### config.mk
export PLATFORM = sky130hd
export DESIGN_NAME = excess3_to_bcd_deserializer
export DESIGN_NICKNAME = d
export VERILOG_FILES = /design/src/rtl/excess3_to_bcd_deserializer.sv
export SDC_FILE = /design/constraint.sdc
export NUM_CORES = 1
export LEC_CHECK = 0
export BUFFER_PORTS_ARGS = -buffer_cell sky130_fd_sc_hd__buf_2
export CORE_MARGIN = 2
export CORE_UTILIZATION = 40
export DETAILED_ROUTE_END_ITERATION = 7
export PLACE_DENSITY_LB_ADDON = 0.25
export SKIP_LAST_GASP = 1
export SLEW_MARGIN = 20
export SYNTH_ARGS = -nofsm -noshare
export SYNTH_HDL_FRONTEND = slang
export SYNTH_SLANG_ARGS = --single-unit
### constraint.sdc
create_clock -name clk -period 1.7 [get_ports clk]
set_input_delay 0.34 -clock clk [delete_from_list [all_inputs] [get_ports clk]]
set_output_delay 0.34 -clock clk [all_outputs]
set_load 0.1 [all_outputs]
### src/rtl/excess3_to_bcd_deserializer.sv
// Excess-3 to packed BCD deserializer.
// Accepts one Excess-3 digit per in_valid/in_ready beat, MSD first, decodes it
// to BCD (illegal codes become 0 and are flagged), and after DIGITS beats
// offers the assembled word downstream on an out_valid/out_ready handshake.
// Ports:
//   clk, rst            rising-edge clock, synchronous active-high reset
//   in_valid/in_ready   digit handshake; in_xs3 is the Excess-3 digit
//   out_valid/out_ready word handshake
//   out_bcd             packed BCD word, first-accepted digit in the top nibble
//   out_err_mask        per-digit illegal flag, bit DIGITS-1 = first digit
//   out_err             OR of out_err_mask
module excess3_to_bcd_deserializer #(
  parameter int unsigned DIGITS = 4
) (
  input  logic                  clk,
  input  logic                  rst,
  input  logic                  in_valid,
  output logic                  in_ready,
  input  logic [3:0]            in_xs3,
  output logic                  out_valid,
  input  logic                  out_ready,
  output logic [4*DIGITS-1:0]   out_bcd,
  output logic                  out_err,
  output logic [DIGITS-1:0]     out_err_mask
);

  localparam int unsigned W  = 4 * DIGITS;
  localparam int unsigned CW = (DIGITS > 1) ? $clog2(DIGITS) : 1;

  typedef enum logic {
    COLLECT = 1'b0,
    FULL    = 1'b1
  } state_t;

  state_t          state, state_n;
  logic [CW-1:0]   cnt, cnt_n;
  logic [W-1:0]    word, word_n;
  logic [DIGITS-1:0] mask, mask_n;

  logic            accept;
  logic            bad;
  logic [3:0]      digit;

  // Digit decode: legal Excess-3 codes are 3..12
  always_comb begin
    bad   = (in_xs3 < 4'h3) || (in_xs3 > 4'hC);
    digit = bad ? 4'h0 : (in_xs3 - 4'h3);
  end

  // Reset forces in_ready low combinationally so nothing is accepted on a reset edge
  assign in_ready = (state == COLLECT) && !rst;
  assign accept   = in_valid && in_ready;

  // State and datapath registers
  always_ff @(posedge clk) begin
    if (rst) begin
      state <= COLLECT;
      cnt   <= '0;
      word  <= '0;
      mask  <= '0;
    end else begin
      state <= state_n;
      cnt   <= cnt_n;
      word  <= word_n;
      mask  <= mask_n;
    end
  end

  // Next-state and datapath update
  always_comb begin
    state_n = state;
    cnt_n   = cnt;
    word_n  = word;
    mask_n  = mask;
    case (state)
      COLLECT: begin
        if (accept) begin
          word_n = (word << 4) | W'(digit);
          mask_n = (mask << 1) | DIGITS'(bad);
          if (cnt == CW'(DIGITS - 1)) begin
            cnt_n   = '0;
            state_n = FULL;
          end else begin
            cnt_n = cnt + CW'(1);
          end
        end
      end
      FULL: begin
        if (out_ready) begin
          state_n = COLLECT;
          word_n  = '0;
          mask_n  = '0;
        end
      end
      default: state_n = COLLECT;
    endcase
  end

  assign out_valid    = (state == FULL);
  assign out_bcd      = word;
  assign out_err_mask = mask;
  assign out_err      = |mask;

endmodule
==> results.json, run 1 <==
{
  "postCtsHoldBufs": 0,
  "path_buf_inv": 1,
  "cts_htree_levels": 1,
  "finalPower_uw": 1020,
  "wl_um": 1770,
  "internal_power_uw": 703,
  "num_vias": 771,
  "drt.antenna.violating_nets": 0,
  "final_core_util_pct": 53.7,
  "ys_ff_latch": 23,
  "stdcell_count": 150,
  "cp_top_family": "simple AND/OR/NAND/NOR gates",
  "hold_class": "primary input to flop",
  "met3_usage_pct": 3.45,
  "grt_antenna_before_repair": 0,
  "clock_latency_ns": 0.30,
  "r2r_start": "out_valid$_SDFF_PP0_",
  "worst_pin_slew_ns": 0.714,
  "grt_max_degree": 22,
  "cts_tree": "built",
  "cp.arrival_ns": 1.36,
  "placed_cells": 144,
  "required_ns": 1.36,
  "hold_viol_final": 0,
  "grt_overflow": 0,
  "initial_utilization_pct": 42.3,
  "cp_max_fo": 2,
  "worst_setup_path_start_kind": "flop",
  "grt-busiest-layer": "met2",
  "clock_path_buffers": 2,
  "grt_pass1_vias": 677,
  "fmaxAchievable_ghz": 0.589,
  "worstPathCellList": "or4_4 -> buf_12",
  "wire_per_inst_um": 11.8,
  "syn_inst": 90,
  "skew_ns": 0.00495,
  "core_region_area_sq_um": 2190,
  "die-area_sq_um": 2720,
  "hpwl_um": 1260,
  "switching_share_pct": 30.9,
  "io_buffers": 30,
  "seqPwrFrac_pct": 56.0,
  "ys_warn_count": 0,
  "p_comb_share_pct": 20.4,
  "drv_cap": 0,
  "grt_pass1_wl_um": 2950,
  "num-fill-cells": 198,
  "worst-setup-path-type": "flop to primary output",
  "die_y_um": 52.1,
  "dr.pass1.iters": 3,
  "drv_slew": 0,
  "finalCritPeriodShare_pct": 99.9,
  "vias_per_cell": 5.14,
  "synth_area_sq_um": 926,
  "ys_seq_area_share_pct": 49.7,
  "track_usage_pct": 14.9,
  "p_leak_uw": 0.000555,
  "drt_iter0_drc": 4,
  "setup_violations": 0,
  "drcViolationCount": 0,
  "row_count": 17,
  "grt_util_met1_pct": 19.3,
  "p_switching_uw": 314,
  "grt_use_met2_pct": 22.2,
  "ys_types": 28,
  "die_width_um": 52.1,
  "globalplace.congestion": 0.689,
  "clk_pin_slew_ns": 0.12,
  "synth_fp_nets": 101,
  "nNetsFinal": 134,
  "min-delay-start": "out_ready",
  "avgSynthCellArea_sq_um": 10.3,
  "worstSetupEndpointType": "primary output",
  "crit_path_start": "out_err_mask[3]$_SDFFE_PP0P_",
  "relSlewSlack_pct": 52.2,
  "area_growth_pct": 27.2,
  "antenna_cells": 0,
  "pin_count": 31,
  "critPathMaxStageDelay_ns": 0.54,
  "clock-root-buffer": "clkbuf_4",
  "cts_buffers": 3,
  "power_density_nw_per_um2": 864,
  "cts_sinks": 23,
  "drive_gt1_share_pct": 41.0,
  "min_period_ns": 1.70,
  "status": "finished clean",
  "cp_slowest_cell": "or4_4",
  "ir_drop_v": 0.000468,
  "pwr-share-clk_pct": 23.6,
  "rsz0062_at_grt": "true"
}
==> flip-flops by register name, summed over array words and instances (netlist names) <==
name	cells
cnt	2
out_bcd	16
out_err_mask	4
out_valid	1
==> per-stage QoR <==
stage	hold slack, ns	setup slack (ns)	TNS [ns]	instance area [sq um]
after floorplan	0.454	0.109	0	943
after global placement	0.453	0.206	0	1120
after detailed placement	0.455	0.192	0	1120
after CTS	0.315	-0.00427	-0.00427	1180
after global routing	0.331	-0.0467	-0.0467	1180
final	0.319	0.00132	0	1180
==> worst register-to-register path, stage by stage (launching register included) <==
cell and delay (ns):
dfxtp_2 0.39, nand2_2 0.15, nor3b_2 0.63, a22o_1 0.23
==> power groups by stage <==
stage / Combinational (uW) / Clock (uW) / Sequential, uW
final: 208 / 240 / 569
after global placement: 201 / 0 / 581
after floorplan: 87.4 / 0 / 656
after detailed placement: 203 / 0 / 582
after global routing: 222 / 277 / 572
after CTS: 209 / 247 / 569
==> path summary, 6_finish.rpt <==
kind                                                  to  slack [ns]  cells after the start
worst min-delay path                out_valid$_SDFF_PP0_        0.32                      3
worst min register to register  out_bcd[12]$_SDFFE_PP0P_        0.48                      1
worst max register to register  out_bcd[10]$_SDFFE_PP0P_        0.25                      3
worst max-delay path                             out_err       0.001                      2
==> cells in the mapped netlist <==
cell type | count | area share (%)
nor2b_1 | 1 | 0.68
dfxtp_1 | 23 | 50
clkbuf_1 | 1 | 0.41
nor2_1 | 3 | 1.2
or3_1 | 1 | 0.68
nand3_1 | 7 | 3.8
buf_6 | 1 | 1.2
nand4_1 | 3 | 2.0
o21ai_1 | 1 | 0.54
o21ba_1 | 1 | 1.1
ha_1 | 3 | 4.1
or3b_4 | 1 | 1.2
nor3b_2 | 2 | 2.7
a22o_1 | 12 | 11
inv_1 | 2 | 0.81
or4_1 | 1 | 0.81
a21oi_2 | 1 | 0.95
buf_2 | 3 | 1.6
nand4b_1 | 1 | 0.95
nand3b_1 | 2 | 1.6
and3_1 | 1 | 0.68
nand2_1 | 6 | 2.4
nand2_2 | 1 | 0.68
mux2_2 | 1 | 1.2
nor3_2 | 1 | 1.1
a21o_1 | 1 | 0.81
a21oi_1 | 7 | 3.8
xnor2_1 | 2 | 1.9
==> what timing repair did <==
| item | in CTS | in global routing |
|---|---|---|
| endpoints found under the setup margin | 1 | 1 |
| gates resized for setup | 4 | 0 |
| buffers inserted | 2 | 0 |
==> cell families (layout without fill, tap and decap cells) <==
logic type               count (synthesis)  count (layout)  share of synthesized area (%)
AND/OR/NAND/NOR                         31              31                           20.5
multiplexers                             1               1                           1.22
buffers and inverters                    7              39                           4.05
AO/OA/AOI/OAI                           23              23                           18.5
flip-flops                              23              23                           49.7
adder cells (fa/ha/maj)                  3               3                           4.05
XOR/XNOR                                 2               2                           1.89
==> cell usage in the layout, fill, tap and decap left out <==
cell / synthesis / layout
nand2_1: 6 / 6
nor3b_2: 2 / 2
nor2_4: 0 / 1
clkbuf_4: 0 / 3
mux2_2: 1 / 1
a21oi_1: 7 / 7
inv_1: 2 / 2
buf_4: 0 / 3
nand2_2: 1 / 1
buf_2: 3 / 28
a21o_1: 1 / 1
or3_1: 1 / 1
o21ai_1: 1 / 1
or4_4: 0 / 1
nand3b_1: 2 / 2
nand3_1: 7 / 7
dfxtp_2: 0 / 5
ha_1: 3 / 3
clkbuf_1: 1 / 1
xnor2_1: 2 / 2
nor2_1: 3 / 2
or3b_4: 1 / 1
dfxtp_1: 23 / 18
buf_12: 0 / 2
nand4_1: 3 / 3
and3_1: 1 / 1
nor2b_1: 1 / 1
a21oi_2: 1 / 1
a22o_1: 12 / 12
nand4b_1: 1 / 1
o21ba_1: 1 / 1
nor3_2: 1 / 1
==> area by class of cell <==
type	count	area (sq um)	area share (%)
flip-flops and latches	23	467	39.6
multi-input cells	60	439	37.3
repair buffers	33	203	17.2
well taps	28	35.0	2.98
clock buffers	4	26.3	2.23
inverters	2	7.51	0.638
==> per-layer routing <==
| metal | share of wire, % | vias up |
|---|---|---|
| met5 | 0 | - |
| met4 | 2.3 | 0 |
| met3 | 4.2 | 4 |
| met2 | 43 | 17 |
| met1 | 50 | 356 |
| li1 | - | 394 |
No activity file was read; power rests on OpenSTA's default activity.
==> inputs of run 2 (changes only) <==
--- a/config.mk
+++ b/config.mk
@@ -7,7 +7,7 @@
 export LEC_CHECK = 0
 export BUFFER_PORTS_ARGS = -buffer_cell sky130_fd_sc_hd__buf_2
 export CORE_MARGIN = 2
-export CORE_UTILIZATION = 40
+export CORE_UTILIZATION = 50
 export DETAILED_ROUTE_END_ITERATION = 7
 export PLACE_DENSITY_LB_ADDON = 0.25
 export SKIP_LAST_GASP = 1
==> results.json, run 2 (synthesis results as in run 1) <==
{
  "nNetsFinal": 133,
  "grt_pass1_wl_um": 2890,
  "drt_iter0_drc": 13,
  "clk_pin_slew_ns": 0.11,
  "area_growth_pct": 25.9,
  "ir_drop_v": 0.000496,
  "wl_met1_um": 865,
  "wl_um": 1840,
  "worstSetupEndpointType": "primary output",
  "power_density_nw_per_um2": 880,
  "drt.antenna.violating_nets": 0,
  "postCtsHoldBufs": 0,
  "status": "finished with violations",
  "clock_path_buffers": 2,
  "clock-root-buffer": "clkbuf_4",
  "grt_max_degree": 22,
  "largest_reg_flops": 16,
  "num-fill-cells": 162,
  "met3_length_um": 82,
  "worst-setup-path-type": "flop to primary output",
  "antenna_cells": 0,
  "seq_area_sq_um": 467,
  "min_period_ns": 1.71,
  "finalCritPeriodShare_pct": 101,
  "globalplace.congestion": 0.793,
  "cts_tree": "built",
  "hold_viol_final": 0,
  "dpl_cell_area_sq_um": 1120,
  "skew_ns": 0.00521,
  "worst_setup_path_start_kind": "flop",
  "grt_overflow": 0,
  "wire_per_inst_um": 12.6,
  "grt_pass1_vias": 633,
  "stdcell_area_sq_um": 1170,
  "wl_met2_um": 840,
  "pin_count": 31,
  "setup_ws_ns": -0.0131,
  "fmaxAchievable_ghz": 0.584,
  "core_region_area_sq_um": 1730,
  "hold_class": "primary input to flop",
  "worst_pin_slew_ns": 0.680,
  "hpwl_um": 1290,
  "cp.arrival_ns": 1.37,
  "track_usage_pct": 19.3,
  "drive_gt1_share_pct": 40.5,
  "die_y_um": 47.0,
  "violations": "setup timing",
  "p_leak_uw": 0.000549,
  "cp_max_fo": 2,
  "layout_common_cells": "buf_2, dfxtp_1, a22o_1, nand3_1, a21oi_1",
  "num_vias": 775,
  "io_buffers": 30,
  "drv_cap": 0,
  "highest_layer": "met4",
  "setup_violations": 1,
  "final_common_cell": "buf_2",
  "dr.pass1.iters": 4,
  "relSlewSlack_pct": 54.5,
  "multi_input_area_sq_um": 439,
  "die_width_um": 47.0,
  "vias_per_cell": 5.31,
  "required_ns": 1.36,
  "clock_latency_ns": 0.31,
  "rsz0062_at_grt": "true",
  "dpl_worst_slack_ns": 0.195,
  "drv_slew": 0,
  "cts_htree_levels": 1,
  "die-area_sq_um": 2210,
  "initial_utilization_pct": 53.6,
  "cts_sinks": 23,
  "drcViolationCount": 0,
  "cts_buffers": 3,
  "row_count": 15,
  "grt_antenna_before_repair": 0
}
## run 2: changes by cell type in the layout (fill, tap and decap cells not counted)
cell and delta:
buf_4 -1
## run 2: power by group
group	switching, uW	internal, uW
Sequential	13.0	556
Combinational	153	55.9
Clock	158	91.9
## run 2: critical path: stages, from the launching register on
cell,delay (ns)
dfxtp_2,0.34
or4_4,0.54
buf_12,0.18
## run 2: repair_timing
item | in CTS | in global routing
gates resized for setup | 4 | 0
setup endpoints to repair | 1 | 1
hold endpoints to repair | 0 | 0
setup buffers | 1 | 0
## run 2: worst paths after layout
check / startpoint / end / slack (ns) / cells after the start
min: out_ready / out_valid$_SDFF_PP0_ / 0.32 / 3
min reg2reg: out_err_mask[0]$_SDFFE_PP0P_ / out_err_mask[1]$_SDFFE_PP0P_ / 0.48 / 2
max reg2reg: out_valid$_SDFF_PP0_ / out_bcd[6]$_SDFFE_PP0P_ / 0.28 / 3
max: out_err_mask[3]$_SDFFE_PP0P_ / out_err / -0.01 / 2
## run 2: metal layers
layer	vias up	global-route usage (%)
li1	389	-
met3	5	5.77
met2	24	28.2
met1	357	25.1
met5	-	0
met4	0	11.7
## run 2: stage by stage
step | hold WS, ns | setup TNS, ns | power (uW) | std cells | util, %
floorplan | 0.454 | 0 | 743 | 90 | -
global placement | 0.453 | 0 | 780 | 141 | 64.7
detailed placement | 0.457 | 0 | 785 | 141 | 64.7
CTS | 0.315 | -0.0168 | 1040 | 146 | 67.5
global route | 0.306 | -0.0545 | 1080 | 146 | 67.5
finish | 0.323 | -0.0131 | 1030 | 146 | 67.5
## run 2: cell type report
cell class              count  share of cell area [%]
multi-input cells          60                    37.7
flip-flops and latches     23                    40.0
inverters                   2                   0.644
clock buffers               4                    2.25
repair buffers             32                    16.7
well taps                  25                    2.68
